File: config.mk
export PLATFORM = sky130hd
export DESIGN_NAME = gat_layer_sched_flat
export DESIGN_NICKNAME = d
export VERILOG_FILES = /design/src/rtl/gat_pkg.sv /design/src/rtl/gat_layer_sched_if.sv /design/src/rtl/gat_layer_sched_cycle_counter.sv /design/src/rtl/gat_layer_sched.sv /design/src/flat_wrapper.sv
export SDC_FILE = /design/constraint.sdc
export NUM_CORES = 1
export LEC_CHECK = 0
export CAP_MARGIN = 15
export CORE_ASPECT_RATIO = 0.75
export CORE_MARGIN = 2
export CORE_UTILIZATION = 46
export CTS_BUF_LIST = sky130_fd_sc_hd__clkbuf_8 sky130_fd_sc_hd__clkbuf_16
export DETAILED_ROUTE_END_ITERATION = 8
export PLACE_DENSITY = 0.75
export SLEW_MARGIN = 0
export SYNTH_ARGS = -nofsm -noshare
export SYNTH_HDL_FRONTEND = slang
export SYNTH_SLANG_ARGS = --single-unit
File: constraint.sdc
create_clock -name clk -period 1.9 [get_ports clk]
set_input_delay 0.38 -clock clk [delete_from_list [all_inputs] [get_ports clk]]
set_output_delay 0.38 -clock clk [all_outputs]
set_load 0.1 [all_outputs]
File: src/rtl/gat_pkg.sv
// Shared types and constants for the GAT accelerator layer scheduler.
package gat_pkg;

  typedef enum logic [2:0] {
    ST_IDLE = 3'd0,
    ST_ARM  = 3'd1,
    ST_RUN1 = 3'd2,
    ST_XFER = 3'd3,
    ST_RUN2 = 3'd4,
    ST_DONE = 3'd5,
    ST_ERR  = 3'd6
  } sched_state_e;

  localparam int SCHED_XFER_CYCLES = 2;
  localparam int LAT1_W            = 16;
  localparam int LAT2_W            = 12;
  localparam int DBG3_W            = LAT1_W + LAT2_W + 1 + 3;

  // Layout of the third debug word as seen by the host.
  function automatic logic [DBG3_W-1:0] sched_dbg3(input logic [LAT1_W-1:0] lat1,
                                                   input logic [LAT2_W-1:0] lat2,
                                                   input logic              err,
                                                   input sched_state_e      st);
    return {lat1, lat2, err, st};
  endfunction

endpackage

File: src/rtl/gat_layer_sched_if.sv
// Handshake bundle between the layer scheduler and the two convolution layers.
interface gat_layer_sched_if;
  logic conv1_start_o;
  logic conv2_start_o;
  logic feat_owner_o;
  logic conv1_done_i;
  logic conv2_done_i;
  logic conv1_first_feat_i;
  logic conv2_first_feat_i;

  modport master (
    output conv1_start_o, conv2_start_o, feat_owner_o,
    input  conv1_done_i, conv2_done_i, conv1_first_feat_i, conv2_first_feat_i
  );

  modport slave (
    input  conv1_start_o, conv2_start_o, feat_owner_o,
    output conv1_done_i, conv2_done_i, conv1_first_feat_i, conv2_first_feat_i
  );
endinterface

File: src/rtl/gat_layer_sched_cycle_counter.sv
// Saturating cycle counter with load-to-1 and two first-event capture registers
// that snapshot the counter value (truncated) on the first event after a clear.
module sched_cycle_counter #(
  parameter int W       = 32,
  parameter int CAP_A_W = 16,
  parameter int CAP_B_W = 12
) (
  input  logic               clk,
  input  logic               rst,
  input  logic               load_i,
  input  logic               inc_i,
  input  logic [1:0]         cap_clr_i,
  input  logic [1:0]         cap_evt_i,
  output logic [W-1:0]       cnt_o,
  output logic [CAP_A_W-1:0] cap_a_o,
  output logic [CAP_B_W-1:0] cap_b_o
);

  logic [W-1:0]       cnt_q, cnt_d;
  logic [CAP_A_W-1:0] cap_a_q, cap_a_d;
  logic [CAP_B_W-1:0] cap_b_q, cap_b_d;
  logic [1:0]         seen_q, seen_d;

  function automatic logic [W-1:0] sat_inc(input logic [W-1:0] v);
    return (&v) ? v : v + 1'b1;
  endfunction

  always_comb begin
    cnt_d = cnt_q;
    if (load_i)     cnt_d = {{(W-1){1'b0}}, 1'b1};
    else if (inc_i) cnt_d = sat_inc(cnt_q);
  end

  // Clear has priority over an event on the same cycle.
  always_comb begin
    seen_d  = seen_q;
    cap_a_d = cap_a_q;
    cap_b_d = cap_b_q;
    if (cap_clr_i[0]) begin
      seen_d[0] = 1'b0;
      cap_a_d   = '0;
    end else if (cap_evt_i[0] && !seen_q[0]) begin
      seen_d[0] = 1'b1;
      cap_a_d   = cnt_q[CAP_A_W-1:0];
    end
    if (cap_clr_i[1]) begin
      seen_d[1] = 1'b0;
      cap_b_d   = '0;
    end else if (cap_evt_i[1] && !seen_q[1]) begin
      seen_d[1] = 1'b1;
      cap_b_d   = cnt_q[CAP_B_W-1:0];
    end
  end

  always_ff @(posedge clk) begin
    if (rst) begin
      cnt_q   <= '0;
      seen_q  <= '0;
      cap_a_q <= '0;
      cap_b_q <= '0;
    end else begin
      cnt_q   <= cnt_d;
      seen_q  <= seen_d;
      cap_a_q <= cap_a_d;
      cap_b_q <= cap_b_d;
    end
  end

  assign cnt_o   = cnt_q;
  assign cap_a_o = cap_a_q;
  assign cap_b_o = cap_b_q;

endmodule

File: src/rtl/gat_layer_sched.sv
// Two-layer GAT scheduler: waits for a fresh "all BRAMs loaded" edge, sequences
// conv1 -> feature hand-over -> conv2, and exports cycle counts plus watchdog status.
module gat_layer_sched
  import gat_pkg::*;
#(
  parameter int unsigned TIMEOUT_CYCLES = 2**28,
  parameter int          CNT_W          = 32
) (
  input  logic               clk,
  input  logic               rst,
  input  logic               h_data_bram_load_done,
  input  logic               h_node_info_bram_load_done,
  input  logic               wgt_bram_load_done,
  gat_layer_sched_if.master  conv,
  output logic               gat_ready,
  output logic [CNT_W-1:0]   gat_debug_1,
  output logic [CNT_W-1:0]   gat_debug_2,
  output logic [CNT_W-1:0]   gat_debug_3
);

  localparam logic [CNT_W-1:0] TIMEOUT_VAL = CNT_W'(TIMEOUT_CYCLES);
  localparam logic [1:0]       XFER_LAST   = 2'(SCHED_XFER_CYCLES - 1);

  sched_state_e       state_q, state_d;
  logic               all_loaded_q;
  logic [1:0]         xfer_cnt_q, xfer_cnt_d;
  logic               start1_q, start1_d;
  logic               start2_q, start2_d;
  logic               owner_q, owner_d;
  logic               ready_q, ready_d;
  logic               err_q, err_d;
  logic [CNT_W-1:0]   dbg1_q, dbg1_d;
  logic [CNT_W-1:0]   dbg2_q, dbg2_d;
  logic [CNT_W-1:0]   run_cnt;
  logic [LAT1_W-1:0]  lat1;
  logic [LAT2_W-1:0]  lat2;
  logic               in_run;
  logic               timeout_hit;

  assign in_run = (state_q == ST_RUN1) || (state_q == ST_RUN2);
  // On a start cycle the counter still holds the previous run's value.
  assign timeout_hit = !(start1_q || start2_q) && (run_cnt >= TIMEOUT_VAL);

  sched_cycle_counter #(
    .W       (CNT_W),
    .CAP_A_W (LAT1_W),
    .CAP_B_W (LAT2_W)
  ) u_run_cnt (
    .clk       (clk),
    .rst       (rst),
    .load_i    (start1_q || start2_q),
    .inc_i     (in_run),
    .cap_clr_i ({start1_q, start1_q}),
    .cap_evt_i ({conv.conv2_first_feat_i && (state_q == ST_RUN2),
                 conv.conv1_first_feat_i && (state_q == ST_RUN1)}),
    .cnt_o     (run_cnt),
    .cap_a_o   (lat1),
    .cap_b_o   (lat2)
  );

  always_comb begin
    state_d    = state_q;
    xfer_cnt_d = xfer_cnt_q;
    start1_d   = 1'b0;
    start2_d   = 1'b0;
    err_d      = err_q;
    dbg1_d     = dbg1_q;
    dbg2_d     = dbg2_q;
    unique case (state_q)
      ST_IDLE: if (!all_loaded_q) state_d = ST_ARM;
      ST_ARM: begin
        if (all_loaded_q) begin
          state_d  = ST_RUN1;
          start1_d = 1'b1;
          err_d    = 1'b0;
        end
      end
      ST_RUN1: begin
        if (conv.conv1_done_i) begin
          state_d    = ST_XFER;
          dbg1_d     = run_cnt;
          xfer_cnt_d = '0;
        end else if (timeout_hit) begin
          state_d = ST_ERR;
          err_d   = 1'b1;
        end
      end
      ST_XFER: begin
        if (xfer_cnt_q == XFER_LAST) begin
          state_d  = ST_RUN2;
          start2_d = 1'b1;
        end else begin
          xfer_cnt_d = xfer_cnt_q + 2'd1;
        end
      end
      ST_RUN2: begin
        if (conv.conv2_done_i) begin
          state_d = ST_DONE;
          dbg2_d  = run_cnt;
        end else if (timeout_hit) begin
          state_d = ST_ERR;
          err_d   = 1'b1;
        end
      end
      ST_DONE, ST_ERR: if (!all_loaded_q) state_d = ST_ARM;
      default: state_d = ST_IDLE;
    endcase
    owner_d = (state_d == ST_XFER) || (state_d == ST_RUN2) || (state_d == ST_DONE);
    ready_d = (state_d == ST_DONE) || (state_d == ST_ERR);
  end

  // all_loaded resets high so flags already set at reset release need a fresh edge.
  always_ff @(posedge clk) begin
    if (rst) begin
      state_q      <= ST_IDLE;
      all_loaded_q <= 1'b1;
      xfer_cnt_q   <= '0;
      start1_q     <= 1'b0;
      start2_q     <= 1'b0;
      owner_q      <= 1'b0;
      ready_q      <= 1'b0;
      err_q        <= 1'b0;
      dbg1_q       <= '0;
      dbg2_q       <= '0;
    end else begin
      state_q      <= state_d;
      all_loaded_q <= h_data_bram_load_done && h_node_info_bram_load_done && wgt_bram_load_done;
      xfer_cnt_q   <= xfer_cnt_d;
      start1_q     <= start1_d;
      start2_q     <= start2_d;
      owner_q      <= owner_d;
      ready_q      <= ready_d;
      err_q        <= err_d;
      dbg1_q       <= dbg1_d;
      dbg2_q       <= dbg2_d;
    end
  end

  assign conv.conv1_start_o = start1_q;
  assign conv.conv2_start_o = start2_q;
  assign conv.feat_owner_o  = owner_q;
  assign gat_ready          = ready_q;
  assign gat_debug_1        = dbg1_q;
  assign gat_debug_2        = dbg2_q;
  assign gat_debug_3        = CNT_W'(sched_dbg3(lat1, lat2, err_q, state_q));

endmodule

File: src/flat_wrapper.sv
// flat-port wrapper written by rule: the top's interface ports become plain ports
module gat_layer_sched_flat import gat_pkg::*;
#(
  parameter int unsigned TIMEOUT_CYCLES = 2**28,
  parameter int          CNT_W          = 32
)
  (clk, rst, h_data_bram_load_done, h_node_info_bram_load_done, wgt_bram_load_done, gat_ready, gat_debug_1, gat_debug_2, gat_debug_3, conv_conv1_start_o, conv_conv2_start_o, conv_feat_owner_o, conv_conv1_done_i, conv_conv2_done_i, conv_conv1_first_feat_i, conv_conv2_first_feat_i);
  gat_layer_sched_if conv_i ();
  input  logic clk;
  input  logic rst;
  input  logic h_data_bram_load_done;
  input  logic h_node_info_bram_load_done;
  input  logic wgt_bram_load_done;
  output logic gat_ready;
  output logic [CNT_W-1:0] gat_debug_1;
  output logic [CNT_W-1:0] gat_debug_2;
  output logic [CNT_W-1:0] gat_debug_3;
  output wire logic [$bits(conv_i.conv1_start_o)-1:0] conv_conv1_start_o;
  output wire logic [$bits(conv_i.conv2_start_o)-1:0] conv_conv2_start_o;
  output wire logic [$bits(conv_i.feat_owner_o)-1:0] conv_feat_owner_o;
  input wire logic [$bits(conv_i.conv1_done_i)-1:0] conv_conv1_done_i;
  input wire logic [$bits(conv_i.conv2_done_i)-1:0] conv_conv2_done_i;
  input wire logic [$bits(conv_i.conv1_first_feat_i)-1:0] conv_conv1_first_feat_i;
  input wire logic [$bits(conv_i.conv2_first_feat_i)-1:0] conv_conv2_first_feat_i;
  assign conv_conv1_start_o = conv_i.conv1_start_o;
  assign conv_conv2_start_o = conv_i.conv2_start_o;
  assign conv_feat_owner_o = conv_i.feat_owner_o;
  assign conv_i.conv1_done_i = conv_conv1_done_i;
  assign conv_i.conv2_done_i = conv_conv2_done_i;
  assign conv_i.conv1_first_feat_i = conv_conv1_first_feat_i;
  assign conv_i.conv2_first_feat_i = conv_conv2_first_feat_i;
  gat_layer_sched #(.TIMEOUT_CYCLES(TIMEOUT_CYCLES), .CNT_W(CNT_W)) u_core (.clk(clk), .rst(rst), .h_data_bram_load_done(h_data_bram_load_done), .h_node_info_bram_load_done(h_node_info_bram_load_done), .wgt_bram_load_done(wgt_bram_load_done), .conv(conv_i), .gat_ready(gat_ready), .gat_debug_1(gat_debug_1), .gat_debug_2(gat_debug_2), .gat_debug_3(gat_debug_3));
endmodule
==> reports/results.ini <==
[run_status]
outcome=finished with violations
violations_in_the_final_reports=setup timing

[routing]
routedWlPerCell_um=17.9
topRoutingLayerUsed=met4
initialDrtViolationCount=614
routed-wl-met3_mm=1.84
met2_length_mm=8.66
drt_first_pass_iters=5
detail_route.drc_violations=0
postRouteWirelength_mm=18.1
route.layer.met1.wl_mm=6.99
via_count=5717
routed_via_density=5.65
detail-route-antenna-nets=0

[yosys]
post_synth_xor_area_fraction_pct=1.13
synthDistinctLibCells=42
synth-seq-cells=137
yosysWarnings=0
synth.avg_cell_area_um2=7.96
synth_compound_gate_area_share_pct=15.9
syn_area_um2=5430
post-synth-top-area-cell=sky130_fd_sc_hd__dfxtp_1
postSynth.topFlopCell=sky130_fd_sc_hd__dfxtp_1
cell_types_occupying_the_most_area_after_synthesis=sky130_fd_sc_hd__dfxtp_1, sky130_fd_sc_hd__nand2_1, sky130_fd_sc_hd__a21oi_1, sky130_fd_sc_hd__clkbuf_1, sky130_fd_sc_hd__nor2_1
synth.yosys.seq_area_share_pct=50.5
synth_enable_flop_cells=0
netlist_instances=682
synth_nets=694
synthAdderAreaFrac_pct=0.692
synth_top_cell_area_share_pct=50.5
synth-simple-area-share_pct=24.6
main_combinational_cell_family_by_area_after_synthesis=simple AND/OR/NAND/NOR gates
synthMuxAreaShare_pct=2.21
fraction_of_registers_with_async_set_reset_pct=0

[layout]
final_util_pct=71.4
layout_commonest_cell=sky130_fd_sc_hd__nand2_1
drive_above_1_share_pct=31.0
final-instance-count-excl-fill=1011
area_growth_syn_to_layout_pct=52.3
design.final.nets=849
fin_area_um2=8260
most-common-layout-cells=sky130_fd_sc_hd__nand2_1, sky130_fd_sc_hd__buf_4, sky130_fd_sc_hd__dfxtp_1
diodes=0

[timing]
slew_headroom_pct=70.7
hold_viol_final=0
final_max_slew_viol_count=0
rsz0062_at_grt=true
final-setup-viol-count=30
worstMarginPinSlew_ns=0.436
timing.final.crit_period_ns=2.20
final.setup_skew_ns=0.0178
min_period_over_period_pct=116
final_critical_path_setup_slack_ns=-0.298
fmax_mhz=455
fin_setup_tns_ns=-4.49

[die]
die_height_um=98.1
dieArea_um2=12700
die_w_um=129
i_o_pin_count=109
floorplan.core_area_um2=11600
initial_core_util_pct=46.9
std_cell_rows=34

[setup_path]
setup.worst_path.start_class=flop
critPathMaxFanout=5
critical_path_arrival_ns=2.55
worst-setup-path-type=reg2reg
worst-endpoint-required_ns=2.25
worst-r2r-cell-count=6
endpoint_kind=flop

[placed_design]
dp_wirelength_mm=11.3
post-place-ws_ns=-0.108
count_of_placed_standard_cells_including_taps=962
detailed_place.area_um2=7270
port-buffer-count=108
gp_congestion=0.895

[cts]
clk_latency_worst_skew_pair_ns=0.43
cts_made_buffers=17
htree_num_levels=4
root_buffer=sky130_fd_sc_hd__clkbuf_16
tritoncts_clock_tree=yes
clockBufferDepth=2
tritoncts_num_sinks=137
clk_pin_slew_worst_paths_ns=0.06

[grt]
grt_first_pass_wirelength_mm=26.3
grt_antenna_before_repair=0
grt_overflow_total=0
global_route.usage.total_pct=26.6
largest_net_degree_at_the_start_of_global_routing=42
first_global_vias=5417

[run]
cap_viol_max_count=0

[power]
p_leak_uw=0.00303
worst_ir_drop_vdd_v=0.000682
powerDensity_nw_per_um2=836

[worst_hold_path]
hold_depth=2
hold_class=in2reg

==> flip-flops by register name, indices dropped and copies added (netlist names), 2 cells and up <==
signal,cells
u_core.state_q,3
u_core.u_run_cnt.cap_a_o,16
u_core.xfer_cnt_q,2
u_core.gat_debug_1,32
u_core.u_run_cnt.cnt_o,32
u_core.gat_debug_2,32
u_core.u_run_cnt.cap_b_o,12
u_core.u_run_cnt.seen_q,2
==> power by group <==
group	switching, µW	total (µW)	leakage [µW]	internal, µW
Combinational	273	433	0.00161	160
Clock	1270	3560	0.000312	2290
Sequential	28.8	2920	0.00111	2890
==> final cells by class <==
| type | instances | area (µm²) |
|---|---|---|
| fillers | 828 | 3310 |
| flip-flops and latches | 137 | 2770 |
| multi-input cells | 482 | 2600 |
| repair buffers | 190 | 2030 |
| clock buffers | 19 | 464 |
| well taps | 162 | 203 |
| clock inverters | 12 | 171 |
| inverters | 9 | 33.8 |
==> worst paths after layout <==
check                               from                     endpoint  slack (ns)
min reg2reg  u_core.u_run_cnt.cap_a_o[3]  u_core.u_run_cnt.cap_a_o[3]        0.46
max reg2reg    u_core.u_run_cnt.cnt_o[9]   u_core.u_run_cnt.cnt_o[30]       -0.30
min                                  rst        u_core.gat_debug_2[1]        0.19
max            u_core.u_run_cnt.cnt_o[9]   u_core.u_run_cnt.cnt_o[30]       -0.30
==> cells in the mapped netlist, types with 2 or more instances <==
master,instances
sky130_fd_sc_hd__a21oi_1,112
sky130_fd_sc_hd__and2_1,2
sky130_fd_sc_hd__and3_1,2
sky130_fd_sc_hd__buf_2,10
sky130_fd_sc_hd__buf_4,2
sky130_fd_sc_hd__clkbuf_1,41
sky130_fd_sc_hd__dfxtp_1,137
sky130_fd_sc_hd__ha_1,3
sky130_fd_sc_hd__inv_1,9
sky130_fd_sc_hd__mux2i_1,12
sky130_fd_sc_hd__nand2_1,182
sky130_fd_sc_hd__nand2b_1,2
sky130_fd_sc_hd__nand3_1,18
sky130_fd_sc_hd__nand4_1,8
sky130_fd_sc_hd__nor2_1,40
sky130_fd_sc_hd__nor2b_1,4
sky130_fd_sc_hd__nor3_1,3
sky130_fd_sc_hd__nor3b_1,4
sky130_fd_sc_hd__nor4_1,5
sky130_fd_sc_hd__o21ai_0,22
sky130_fd_sc_hd__o311ai_0,3
sky130_fd_sc_hd__o31ai_1,6
sky130_fd_sc_hd__or2_2,3
sky130_fd_sc_hd__or3_1,22
sky130_fd_sc_hd__or4_1,8
sky130_fd_sc_hd__xnor2_1,3
sky130_fd_sc_hd__xor2_1,4
==> per-stage QoR <==
stage | hold WS [ns] | total power [µW]
floorplan | 0.437 | 3210
global placement | 0.445 | 3320
detailed placement | 0.449 | 3330
CTS | 0.179 | 6880
global route | 0.214 | 7090
finish | 0.190 | 6910
==> critical path, stage by stage (launching register included) <==
cell and delay [ns]:
sky130_fd_sc_hd__dfxtp_1 0.33, sky130_fd_sc_hd__nand4_1 0.24, sky130_fd_sc_hd__buf_4 0.25, sky130_fd_sc_hd__nor4_2 0.38, sky130_fd_sc_hd__nand4_1 0.34, sky130_fd_sc_hd__or3_1 0.44, sky130_fd_sc_hd__a21oi_1 0.16
==> what timing repair did <==
item	4_1_cts	5_1_grt
setup endpoints to repair	27	32
gates resized for setup	16	48
buffers inserted	8	5
pin swaps	9	20
hold buffers	0	0
cloned	4	1
==> per-layer routing <==
metal	vias to the layer above	track usage (%)
met2	362	42.4
met4	0	11.1
li1	2623	-
met1	2667	34.8
met3	65	6.25
met5	-	0
==> cells by family after synthesis <==
| family | after synthesis |
|---|---|
| buf+inv | 63 |
| compound gates | 156 |
| fa+ha+maj | 3 |
| mux | 12 |
| flops | 137 |
| xor+xnor | 7 |
| simple gates | 304 |
Power figures use the tool's default switching activity.
